<file path="src/rtl/fetch_stall_ctrl_if.sv">
// Stall/flush, branch-redirect, instruction-memory and IF/ID signals of the fetch stall controller.
// master: hazard unit, branch unit and imem side. slave: fetch_stall_ctrl.
interface fetch_stall_ctrl_if #(
  parameter int unsigned PC_W    = 16,
  parameter int unsigned INSTR_W = 16
);
  logic               ctrl_flush;
  logic               PCwrite;
  logic               Id_write;
  logic               br_taken;
  logic [PC_W-1:0]    br_target;
  logic [PC_W-1:0]    imem_addr;
  logic [INSTR_W-1:0] imem_rdata;
  logic [INSTR_W-1:0] if_id_instr;
  logic [PC_W-1:0]    if_id_pc;
  logic               if_id_valid;
  logic               id_ex_valid;
  logic               stall_timeout;

  modport master (
    output ctrl_flush, PCwrite, Id_write, br_taken, br_target, imem_rdata,
    input  imem_addr, if_id_instr, if_id_pc, if_id_valid, id_ex_valid, stall_timeout
  );

  modport slave (
    input  ctrl_flush, PCwrite, Id_write, br_taken, br_target, imem_rdata,
    output imem_addr, if_id_instr, if_id_pc, if_id_valid, id_ex_valid, stall_timeout
  );
endinterface

</file>
<file path="src/rtl/fetch_stall_ctrl.sv">
// Fetch stall controller: owns PC/imem fetch address, IF/ID register and ID/EX valid bit.
// Applies hazard-unit stalls, bubbles and branch redirects around a 1-cycle synchronous imem.
// Optional stall watchdog enabled by defining FETCH_STALL_WATCHDOG_EN.
module fetch_stall_ctrl #(
  parameter int unsigned PC_W     = 16,
  parameter int unsigned INSTR_W  = 16,
  parameter int unsigned RESET_PC = 0
`ifdef FETCH_STALL_WATCHDOG_EN
  ,
  parameter int unsigned MAX_STALL = 7
`endif
) (
  input logic             clk,
  input logic             rst,
  fetch_stall_ctrl_if.slave bus
);

  typedef enum logic [1:0] {
    ST_RUN      = 2'd0,
    ST_STALL    = 2'd1,
    ST_REDIRECT = 2'd2
  } state_e;

  state_e             state_q, state_d;
  logic [PC_W-1:0]    imem_addr_q, imem_addr_d;
  logic [PC_W-1:0]    rdata_pc_q, rdata_pc_d;
  logic [INSTR_W-1:0] if_id_instr_q, if_id_instr_d;
  logic [PC_W-1:0]    if_id_pc_q, if_id_pc_d;
  logic               if_id_valid_q, if_id_valid_d;
  logic               id_ex_valid_q, id_ex_valid_d;
  logic [INSTR_W-1:0] hold_instr_q, hold_instr_d;
  logic               hold_vld_q, hold_vld_d;
  logic [INSTR_W-1:0] fetch_instr_c;

  // While the fetch address is held the imem re-reads it, so the first word returned
  // is parked here to stay paired with rdata_pc.
  assign fetch_instr_c = hold_vld_q ? hold_instr_q : bus.imem_rdata;

  // State register.
  always_ff @(posedge clk or posedge rst) begin
    if (rst) state_q <= ST_RUN;
    else     state_q <= state_d;
  end

  // Next-state and datapath update.
  always_comb begin
    state_d       = state_q;
    imem_addr_d   = imem_addr_q;
    rdata_pc_d    = rdata_pc_q;
    if_id_instr_d = if_id_instr_q;
    if_id_pc_d    = if_id_pc_q;
    if_id_valid_d = if_id_valid_q;
    hold_instr_d  = hold_instr_q;
    hold_vld_d    = hold_vld_q;
    id_ex_valid_d = if_id_valid_q & ~bus.ctrl_flush & ~bus.br_taken;

    case (state_q)
      ST_REDIRECT: begin
        // Returned word is from the wrong path; hazard controls refer to a dead instruction.
        rdata_pc_d    = imem_addr_q;
        if_id_instr_d = '0;
        if_id_pc_d    = rdata_pc_q;
        if_id_valid_d = 1'b0;
        hold_vld_d    = 1'b0;
        if (bus.br_taken) begin
          imem_addr_d = bus.br_target;
          state_d     = ST_REDIRECT;
        end else begin
          imem_addr_d = imem_addr_q + PC_W'(1);
          state_d     = ST_RUN;
        end
      end
      default: begin
        if (bus.br_taken) begin
          imem_addr_d   = bus.br_target;
          rdata_pc_d    = imem_addr_q;
          if_id_instr_d = '0;
          if_id_valid_d = 1'b0;
          hold_vld_d    = 1'b0;
          state_d       = ST_REDIRECT;
        end else begin
          if (bus.PCwrite) begin
            imem_addr_d = imem_addr_q + PC_W'(1);
            rdata_pc_d  = imem_addr_q;
            hold_vld_d  = 1'b0;
            state_d     = ST_RUN;
          end else begin
            state_d = ST_STALL;
            if (!hold_vld_q) begin
              hold_instr_d = bus.imem_rdata;
              hold_vld_d   = 1'b1;
            end
          end
          if (bus.Id_write) begin
            if_id_instr_d = fetch_instr_c;
            if_id_pc_d    = rdata_pc_q;
            if_id_valid_d = 1'b1;
          end
        end
      end
    endcase
  end

  // Fetch, IF/ID and ID/EX registers.
  always_ff @(posedge clk or posedge rst) begin
    if (rst) begin
      imem_addr_q   <= PC_W'(RESET_PC);
      rdata_pc_q    <= PC_W'(RESET_PC);
      if_id_instr_q <= '0;
      if_id_pc_q    <= '0;
      if_id_valid_q <= 1'b0;
      id_ex_valid_q <= 1'b0;
      hold_instr_q  <= '0;
      hold_vld_q    <= 1'b0;
    end else begin
      imem_addr_q   <= imem_addr_d;
      rdata_pc_q    <= rdata_pc_d;
      if_id_instr_q <= if_id_instr_d;
      if_id_pc_q    <= if_id_pc_d;
      if_id_valid_q <= if_id_valid_d;
      id_ex_valid_q <= id_ex_valid_d;
      hold_instr_q  <= hold_instr_d;
      hold_vld_q    <= hold_vld_d;
    end
  end

`ifdef FETCH_STALL_WATCHDOG_EN
  localparam int unsigned CNT_W = $clog2(MAX_STALL + 1);

  logic [CNT_W-1:0] stall_cnt_q, stall_cnt_d;
  logic             stall_timeout_q, stall_timeout_d;

  // Count consecutive fetch-hold edges outside a redirect; sticky flag on saturation.
  always_comb begin
    stall_cnt_d     = stall_cnt_q;
    stall_timeout_d = stall_timeout_q;
    if (bus.br_taken || bus.PCwrite || (state_q == ST_REDIRECT)) begin
      stall_cnt_d = '0;
    end else if (stall_cnt_q != CNT_W'(MAX_STALL)) begin
      stall_cnt_d = stall_cnt_q + CNT_W'(1);
    end
    if (stall_cnt_d == CNT_W'(MAX_STALL)) stall_timeout_d = 1'b1;
  end

  // Watchdog registers.
  always_ff @(posedge clk or posedge rst) begin
    if (rst) begin
      stall_cnt_q     <= '0;
      stall_timeout_q <= 1'b0;
    end else begin
      stall_cnt_q     <= stall_cnt_d;
      stall_timeout_q <= stall_timeout_d;
    end
  end

  assign bus.stall_timeout = stall_timeout_q;
`else
  assign bus.stall_timeout = 1'b0;
`endif

  assign bus.imem_addr   = imem_addr_q;
  assign bus.if_id_instr = if_id_instr_q;
  assign bus.if_id_pc    = if_id_pc_q;
  assign bus.if_id_valid = if_id_valid_q;
  assign bus.id_ex_valid = id_ex_valid_q;

endmodule

</file>
<file path="src/flat_wrapper.sv">
// flat-port wrapper written by rule: the top's interface ports become plain ports
module fetch_stall_ctrl_flat 
#(
  parameter int unsigned PC_W     = 16,
  parameter int unsigned INSTR_W  = 16,
  parameter int unsigned RESET_PC = 0

)
  (clk, rst, bus_ctrl_flush, bus_PCwrite, bus_Id_write, bus_br_taken, bus_br_target, bus_imem_rdata, bus_imem_addr, bus_if_id_instr, bus_if_id_pc, bus_if_id_valid, bus_id_ex_valid, bus_stall_timeout);
  fetch_stall_ctrl_if #(.PC_W(PC_W), .INSTR_W(INSTR_W)) bus_i ();
  input logic clk;
  input logic rst;
  input wire logic [$bits(bus_i.ctrl_flush)-1:0] bus_ctrl_flush;
  input wire logic [$bits(bus_i.PCwrite)-1:0] bus_PCwrite;
  input wire logic [$bits(bus_i.Id_write)-1:0] bus_Id_write;
  input wire logic [$bits(bus_i.br_taken)-1:0] bus_br_taken;
  input wire logic [$bits(bus_i.br_target)-1:0] bus_br_target;
  input wire logic [$bits(bus_i.imem_rdata)-1:0] bus_imem_rdata;
  output wire logic [$bits(bus_i.imem_addr)-1:0] bus_imem_addr;
  output wire logic [$bits(bus_i.if_id_instr)-1:0] bus_if_id_instr;
  output wire logic [$bits(bus_i.if_id_pc)-1:0] bus_if_id_pc;
  output wire logic [$bits(bus_i.if_id_valid)-1:0] bus_if_id_valid;
  output wire logic [$bits(bus_i.id_ex_valid)-1:0] bus_id_ex_valid;
  output wire logic [$bits(bus_i.stall_timeout)-1:0] bus_stall_timeout;
  assign bus_i.ctrl_flush = bus_ctrl_flush;
  assign bus_i.PCwrite = bus_PCwrite;
  assign bus_i.Id_write = bus_Id_write;
  assign bus_i.br_taken = bus_br_taken;
  assign bus_i.br_target = bus_br_target;
  assign bus_i.imem_rdata = bus_imem_rdata;
  assign bus_imem_addr = bus_i.imem_addr;
  assign bus_if_id_instr = bus_i.if_id_instr;
  assign bus_if_id_pc = bus_i.if_id_pc;
  assign bus_if_id_valid = bus_i.if_id_valid;
  assign bus_id_ex_valid = bus_i.id_ex_valid;
  assign bus_stall_timeout = bus_i.stall_timeout;
  fetch_stall_ctrl #(.PC_W(PC_W), .INSTR_W(INSTR_W), .RESET_PC(RESET_PC)) u_core (.clk(clk), .rst(rst), .bus(bus_i));
endmodule
</file>
<file path="config.mk">
export PLATFORM = sky130hd
export DESIGN_NAME = fetch_stall_ctrl_flat
export DESIGN_NICKNAME = d
export VERILOG_FILES = /design/src/rtl/fetch_stall_ctrl_if.sv /design/src/rtl/fetch_stall_ctrl.sv /design/src/flat_wrapper.sv
export SDC_FILE = /design/constraint.sdc
export NUM_CORES = 1
export LEC_CHECK = 0
export BUFFER_PORTS_ARGS = -buffer_cell sky130_fd_sc_hd__buf_2
export CORE_MARGIN = 2
export CORE_UTILIZATION = 35
export DETAILED_ROUTE_END_ITERATION = 16
export PLACE_DENSITY_LB_ADDON = 0.05
export SLEW_MARGIN = 30
export SYNTH_ARGS = -nofsm -noshare
export SYNTH_HDL_FRONTEND = slang
export SYNTH_SLANG_ARGS = --single-unit
</file>
<file path="constraint.sdc">
create_clock -name clk -period 3.3 [get_ports clk]
set_clock_uncertainty 0.05 [all_clocks]
set_input_delay 0.99 -clock clk [delete_from_list [all_inputs] [get_ports clk]]
set_output_delay 0.99 -clock clk [all_outputs]
set_load 0.01 [all_outputs]
</file>
# After elaboration in Yosys (flattened, before gate mapping)
# Cells that the tools add are included.
[op_classes]
n_addsub = 1
eq_ne = 2
mux = 24
bitwise_logic = 6
n_reduce_logical = 5
[op_table]
columns = ["op", "count"]
rows = [
  ["16-bit two-way mux", 14],
  ["16-bit by 1-bit adder with 16-bit output, second input constant", 1],
  ["1-bit two-way mux", 7],
  ["2-bit two-way mux", 3],
  ["3-bit nonzero test", 2],
  ["1-bit NOT", 4],
  ["3-bit AND reduction", 1],
  ["1-bit AND", 2],
  ["2-bit equality test, second input constant", 1],
  ["2-bit by 1-bit inequality test with 1-bit output, second input constant", 1],
  ["2-bit AND reduction", 1],
  ["2-bit nonzero test", 1],
]
[word_totals]
register_bits = 85
inputBits = 38
output_inout_bits = 51
elab_cells = 47

# Longest topological paths before layout
# Gate-level depths: netlist of run 1.
[logic_depth]
depth_word = 4
mapped_depth = 6
mapped_depth_nobuf = 5

# Worst setup path before layout of run 1
# No wires, ideal clock.
[synth_path]
path_type = "input -> register"
start = "input bus_Id_write"
end = "register u_core.if_id_pc_q[0] (netlist: u_core.bus.if_id_pc[0])"
setup_ns = 0.125
t_arrival_ns = 2.019
required_ns = 3.125
setup_slack_ns = 1.106
cell_stages = 5
n_path_buf = 3
cell_sequence = "clkbuf_1 > a21o_1 > buf_2 > buf_2 > mux2_2"
[synth_via]
elab_chain_len = 2
[synth_rtl]
columns = ["element", "line", "source"]
rows = [
  ["start, declared", "flat_wrapper.sv:15", "input wire logic [$bits(bus_i.Id_write)-1:0] bus_Id_write;"],
  ["2-bit nonzero test (no source line)", "n/a", ""],
  ["2-bit AND reduction (no source line)", "n/a", ""],
  ["end signal, assigned", "fetch_stall_ctrl.sv:119", "if_id_pc_q <= if_id_pc_d;"],
  ["end, declared", "fetch_stall_ctrl.sv:28", "logic [PC_W-1:0] if_id_pc_q, if_id_pc_d;"],
]
# Every way passes these cells.
# A chain may end at the register's enable or synchronous reset.

# Worst setup path in the final report of run 1
[layout_path]
start = "input bus_br_taken"
end = "register u_core.if_id_pc_q[13] (netlist: u_core.bus.if_id_pc[13])"
[layout_via]
elab_chain_len = 2
[layout_rtl]
columns = ["element", "line", "source"]
rows = [
  ["start, declared", "flat_wrapper.sv:16", "input wire logic [$bits(bus_i.br_taken)-1:0] bus_br_taken;"],
  ["2-bit by 1-bit inequality test with 1-bit output (no source line)", "n/a", ""],
  ["2-bit AND reduction (no source line)", "n/a", ""],
]
# Every way passes these cells.

==> results.py, run 1 <==
metrics = {
    "floorplan": {
        "die_w_um": 106.6,
        "die_area_um2": 11360,
        "initial_core_util_pct": 35.83,
        "ioPinCount": 89,
        "die_y_um": 106.6,
        "row_count": 37,
        "coreArea_um2": 10280,
    },
    "final_layout": {
        "diodes": 0,
        "final_common_cell": "buf_2",
        "layout_common_cells": "buf_2, dfrtp_1, mux2_2",
        "regArea_um2": 2102,
        "area_growth_pct": 21.68,
        "nNetsFinal": 414,
        "multi_input_area_um2": 1466,
        "nFillCells": 1029,
        "drive_above_1_share_pct": 43.68,
        "postLayoutCellArea_um2": 4481,
    },
    "global_routing": {
        "grt_usage_pct": 15.11,
        "overflow": 0,
        "antenna_found_initial": 2,
        "grt_pass1_vias": 2507,
        "grt_max_degree": 52,
        "grt_pass1_wl_um": 13210,
    },
    "sta": {
        "fin_ws_ns": 0.9728,
        "worst_hold_slack_ns": 0.4542,
        "period_needed_ns": 2.327,
        "finalSetupViolCount": 0,
        "maxSlewViolCount": 0,
        "tns_ns": 0,
        "worst_pin_slew_ns": 0.6221,
        "hold_violations": 0,
        "rsz0062_at_grt": "no",
        "maxSlewHeadroom_pct": 58.53,
        "min_period_over_period_pct": 70.52,
        "fmax_mhz": 429.7,
    },
    "hold_path": {
        "hold_start": "u_core.rdata_pc_q[0]$_DFFE_PP0N_",
        "hold_depth": 1,
        "worstHoldPathType": "reg2reg",
    },
    "critical_path": {
        "path_cells": "buf_2 -> inv_2 -> a21o_1 -> buf_4 -> mux2_2",
        "crit_type": "in2reg",
        "crit_required_ns": 3.49,
        "critical_path.slowest_cell": "a21o_1",
        "end_kind": "register",
        "slowest_delay_ns": 0.39,
        "rr_worst_depth": 5,
        "r2r_start": "u_core.state_q[0]$_DFF_PP0_",
        "crit_fanout": 25,
        "startpoint": "bus_br_taken",
        "cp_data_arrival_time_ns": 2.52,
        "cp-start-kind": "input port",
    },
    "cts": {
        "clkLatencyLatePin_ns": 0.35,
        "cts.path.max_buffers": 2,
        "numCtsBuffers": 9,
        "holdBufCountCts": 0,
        "ctsResizeCount": 0,
        "clockRootBuffer": "clkbuf_8",
        "htree_levels": 3,
        "postCtsSetupBuffers": 0,
        "cts_num_sinks": 84,
        "path_clk_slew_ns": 0.08,
        "cts_tree": "built",
    },
    "drt": {
        "drt-initial-drc-count": 68,
        "drc": 0,
        "drtAntennaViolNets": 0,
        "wl_per_cell_um": 15.75,
        "drt-total-wl_um": 8125,
        "via_per_inst": 4.818,
        "dr.pass1.iters": 6,
        "via_count": 2486,
    },
    "placed_design": {
        "io_buffers": 87,
        "placed_area_um2": 4248,
        "dpl.hpwl_um": 5673,
        "gp_congestion": 0.7369,
        "place_ws_ns": 0.5534,
    },
    "pwr": {
        "ir_worst_vdd_v": 0.0002255,
        "clkPwrFrac_pct": 34.2,
        "combPwrFrac_pct": 15.9,
        "powerDensity_nw_per_um2": 563.8,
        "seq_power_share_pct": 49.9,
        "power.internal_uw": 1879,
        "power.switching_uw": 646.8,
        "p_sw_share_pct": 25.60,
        "p_leak_uw": 0.002028,
    },
    "logic_synthesis": {
        "yosys.area_share.simple_pct": 8.801,
        "synth_fa_ha_area_share_pct": 0.3398,
        "ys_async_sr_fraction_pct": 100.0,
        "synth_edf_count": 0,
        "synthMuxAreaShare_pct": 19.61,
        "synth_area_um2": 3682,
        "synth.ff_latch_count": 84,
        "synth-xor-area-share_pct": 2.141,
        "synth-compound-area-share_pct": 8.835,
        "synth_cell_types": 38,
        "ys_warn_count": 0,
        "yosys_most_used_dff": "dfrtp_1",
        "synth_top_family_by_area": "multiplexers",
        "synthCells": 288,
        "syn_nets": 327,
        "syn_area_per_cell_um2": 12.79,
        "yosysSeqAreaShare_pct": 57.08,
    },
    "job": {
        "max_cap_viol_count": 0,
    },
    "status": {
        "status": "completed",
    },
}
-- worst paths after layout --
check | slack, ns | end
max | 0.97 | u_core.bus.if_id_pc[13]$_DFFE_PP0P_
min | 0.45 | u_core.bus.if_id_pc[0]$_DFFE_PP0P_
max reg2reg | 1.23 | u_core.bus.if_id_pc[13]$_DFFE_PP0P_
min reg2reg | 0.45 | u_core.bus.if_id_pc[0]$_DFFE_PP0P_
max in group asynchronous | 1.90 | u_core.bus.imem_addr[13]$_DFFE_PP0N_
min in group asynchronous | 0.63 | u_core.bus.if_id_instr[7]$_DFFE_PP0P_
-- layout make-up --
type / count / share of cell area (%)
Inverter: 4 / 0.3630
Sequential cell: 84 / 46.91
Tap cell: 136 / 3.798
Timing Repair Buffer: 93 / 11.00
Clock inverter: 4 / 2.178
Multi-Input combinational cell: 183 / 32.73
Clock buffer: 12 / 3.016
-- power by group through the flow --
stage	registers, uW	logic [uW]	clock network, uW
detailed placement	1280	411	0
finish	1260	402	863
floorplan	1300	234	0
global route	1290	449	939
CTS	1260	412	904
global placement	1280	405	0
-- Yosys cell counts, types with 3 or more instances --
cell type	count	share of area (%)
dfrtp_1	84	57
mux2_2	49	15
nor2_1	24	2.4
a211oi_1	17	3.5
mux2i_1	17	4.6
o21ai_0	14	1.9
nand2_1	13	1.3
clkbuf_1	8	0.82
xor2_1	6	1.4
a31oi_1	5	0.85
buf_2	4	0.54
o2111ai_1	4	0.95
o211ai_1	4	0.82
buf_6	3	0.92
inv_1	3	0.31
xnor2_1	3	0.71
-- flip-flops by register name, summed over array words and instances (netlist names) --
name / cells
u_core.hold_instr_q: 16
u_core.state_q: 2
u_core.bus.if_id_pc: 16
u_core.bus.if_id_instr: 16
u_core.bus.id_ex_valid: 1
u_core.bus.imem_addr: 16
u_core.rdata_pc_q: 16
u_core.bus.if_id_valid: 1
-- per-layer routing --
layer  up-vias  part of all wire, %  GRT usage (%)
li1       1214                    -              -
met1      1199                   46          19.84
met2        59                   47          23.70
met3        12                  5.1          4.802
met4         2                  1.4          5.102
met5         -                 0.14              0
-- critical path, delay by kind of cell --
kind                   cells  cell delay [ns]
AOI/OAI and AO/OA          1             0.39
muxes                      1             0.35
buffers and inverters      3             0.78
-- stage by stage --
step / total power [uW] / std cells / util [%]
after floorplan: 1530 / 288 / -
after global placement: 1687 / 500 / 41.33
after detailed placement: 1696 / 500 / 41.33
after CTS: 2580 / 516 / 43.60
after global routing: 2673 / 516 / 43.60
final: 2526 / 516 / 43.60
-- cells by family (layout without fill, tap and decap cells) --
kind of cell | Yosys count | in the layout
flip-flops | 84 | 84
multiplexers | 66 | 66
AND/OR/NAND/NOR | 58 | 58
AO/OA/AOI/OAI | 48 | 48
buffers and inverters | 21 | 113
XOR/XNOR | 9 | 9
adder cells (fa/ha/maj) | 1 | 1
other | 1 | 1
Power figures use the tool's default switching activity.
==> run 2, diff against run 1 <==
Clock period 3.3 ns to 2 ns, I/O delays scaled along.
==> results.py, run 2 (synthesized netlist as in run 1, its figures left out) <==
metrics = {
    "drt": {
        "drt-total-wl_um": 8420,
        "via_per_inst": 4.883,
        "drc": 0,
        "wl_per_cell_um": 15.92,
        "drt-initial-drc-count": 49,
        "drtAntennaViolNets": 0,
        "dr.pass1.iters": 4,
        "via_count": 2583,
    },
    "critical_path": {
        "critical_path.top_delay_family": "simple AND/OR/NAND/NOR gates",
        "crit_fanout": 9,
        "crit_type": "reg2reg",
        "cp-start-kind": "register",
        "cp_data_arrival_time_ns": 1.95,
        "crit_required_ns": 2.23,
        "critical_path.slowest_cell": "or4_1",
        "cp_num_buf_inv": 0,
        "end_kind": "register",
        "path_cells": "nor2b_4 -> o2111ai_1 -> or4_1 -> a31oi_1",
        "slowest_delay_ns": 0.51,
    },
    "global_routing": {
        "busiest_layer": "met2",
        "overflow": 0,
        "grt_pass1_wl_um": 13480,
        "grt_usage_pct": 15.64,
        "grt_max_degree": 43,
        "antenna_found_initial": 0,
        "grt_util_met1_pct": 19.81,
        "grt_pass1_vias": 2621,
        "grt_util_met2_pct": 24.98,
        "grtUsageMet3_pct": 3.587,
    },
    "cts": {
        "htree_levels": 3,
        "ctsResizeCount": 0,
        "holdBufCountCts": 0,
        "clkLatencyLatePin_ns": 0.36,
        "clockRootBuffer": "clkbuf_8",
        "postCtsSetupBuffers": 0,
        "cts_tree": "built",
        "cts_num_sinks": 84,
        "numCtsBuffers": 9,
        "path_clk_slew_ns": 0.09,
        "cts.path.max_buffers": 2,
    },
    "job": {
        "max_cap_viol_count": 0,
    },
    "placed_design": {
        "dp.cells": 512,
        "io_buffers": 87,
        "gp_congestion": 0.7020,
        "dpl.hpwl_um": 5768,
    },
    "final_layout": {
        "final_core_util_pct": 45.06,
        "final_cells": 529,
        "final_common_cell": "buf_2",
        "drive_above_1_share_pct": 45.92,
        "nFillCells": 1014,
        "nNetsFinal": 426,
        "area_growth_pct": 25.76,
        "layout_common_cells": "buf_2, dfrtp_1, mux2_2",
    },
    "pwr": {
        "powerDensity_nw_per_um2": 927.5,
        "power.total_uw": 4295,
        "p_leak_uw": 0.002110,
        "ir_worst_vdd_v": 0.0003208,
    },
    "status": {
        "status": "completed",
    },
    "sta": {
        "period_needed_ns": 1.719,
        "maxSlewHeadroom_pct": 64.88,
        "fmax_mhz": 581.8,
        "worst_pin_slew_ns": 0.5268,
        "finalSetupViolCount": 0,
        "tns_ns": 0,
        "rsz0062_at_grt": "no",
        "maxSlewViolCount": 0,
        "min_period_over_period_pct": 85.94,
        "hold_violations": 0,
    },
    "floorplan": {
        "die_y_um": 106.6,
        "die_w_um": 106.6,
        "initial_core_util_pct": 35.83,
        "coreArea_um2": 10280,
        "die_area_um2": 11360,
        "ioPinCount": 89,
        "row_count": 37,
    },
    "hold_path": {
        "worstHoldPathType": "in2async",
    },
}
-- run 2: cell types whose count changed in the layout (fill, tap and decap cells not counted) --
cell,change
clkbuf_1,-2
diode_2,+1
clkbuf_8,+2
buf_12,+3
buf_4,+9
-- run 2: power breakdown --
part	leakage [uW]	internal [uW]	switching (uW)	total, uW
clock network	0.000127	897	616	1510
logic	0.000964	371	345	715
registers	0.00102	1930	137	2070
total	0.00211	3200	1100	4300
-- run 2: area by class of cell --
cell class | instances | area (um^2) | area share [%]
inverters | 4 | 18.77 | 0.4053
repair buffers | 105 | 620.6 | 13.40
diodes | 1 | 2.502 | 0.05404
clock buffers | 12 | 155.1 | 3.350
flip-flops and latches | 84 | 2102 | 45.39
multi-input cells | 183 | 1466 | 31.67
clock inverters | 4 | 95.09 | 2.053
well taps | 136 | 170.2 | 3.675
-- run 2: worst min-delay path, cell delays in order --
cell,delay [ns]
buf_2,0.11
clkinvlp_4,0.08
buf_12,0.23
-- run 2: final timing paths --
| path | start | end | slack, ns | depth (start not counted) |
|---|---|---|---|---|
| min reg2reg | u_core.rdata_pc_q[14]$_DFFE_PP0N_ | u_core.rdata_pc_q[14]$_DFFE_PP0N_ | 0.45 | 1 |
| max | u_core.state_q[0]$_DFF_PP0_ | u_core.bus.imem_addr[15]$_DFFE_PP0N_ | 0.28 | 4 |
| min | rst | u_core.bus.if_id_instr[5]$_DFFE_PP0P_ | 0.23 | 3 |
| min in group clk | bus_ctrl_flush | u_core.bus.id_ex_valid$_DFF_PP0_ | 0.34 | 2 |
| max in group asynchronous | rst | u_core.bus.imem_addr[15]$_DFFE_PP0N_ | 1.16 | 3 |
| max reg2reg | u_core.state_q[0]$_DFF_PP0_ | u_core.bus.imem_addr[15]$_DFFE_PP0N_ | 0.28 | 4 |
-- run 2: per-stage QoR --
stage | setup WS (ns) | hold WS [ns] | area (um^2)
final | 0.2812 | 0.2324 | 4631
after floorplan | 0.1960 | 0.4236 | 3686
after detailed placement | 0.1500 | 0.4393 | 4378
after global placement | 0.1690 | 0.4314 | 4378
after global routing | 0.1640 | 0.2505 | 4628
after CTS | 0.2815 | 0.2329 | 4628
-- run 2: routing by layer --
metal,up-vias,share of wire (%)
met4,0,2.3
met1,1269,45
li1,1233,-
met5,-,0
met2,64,48
met3,17,4.9
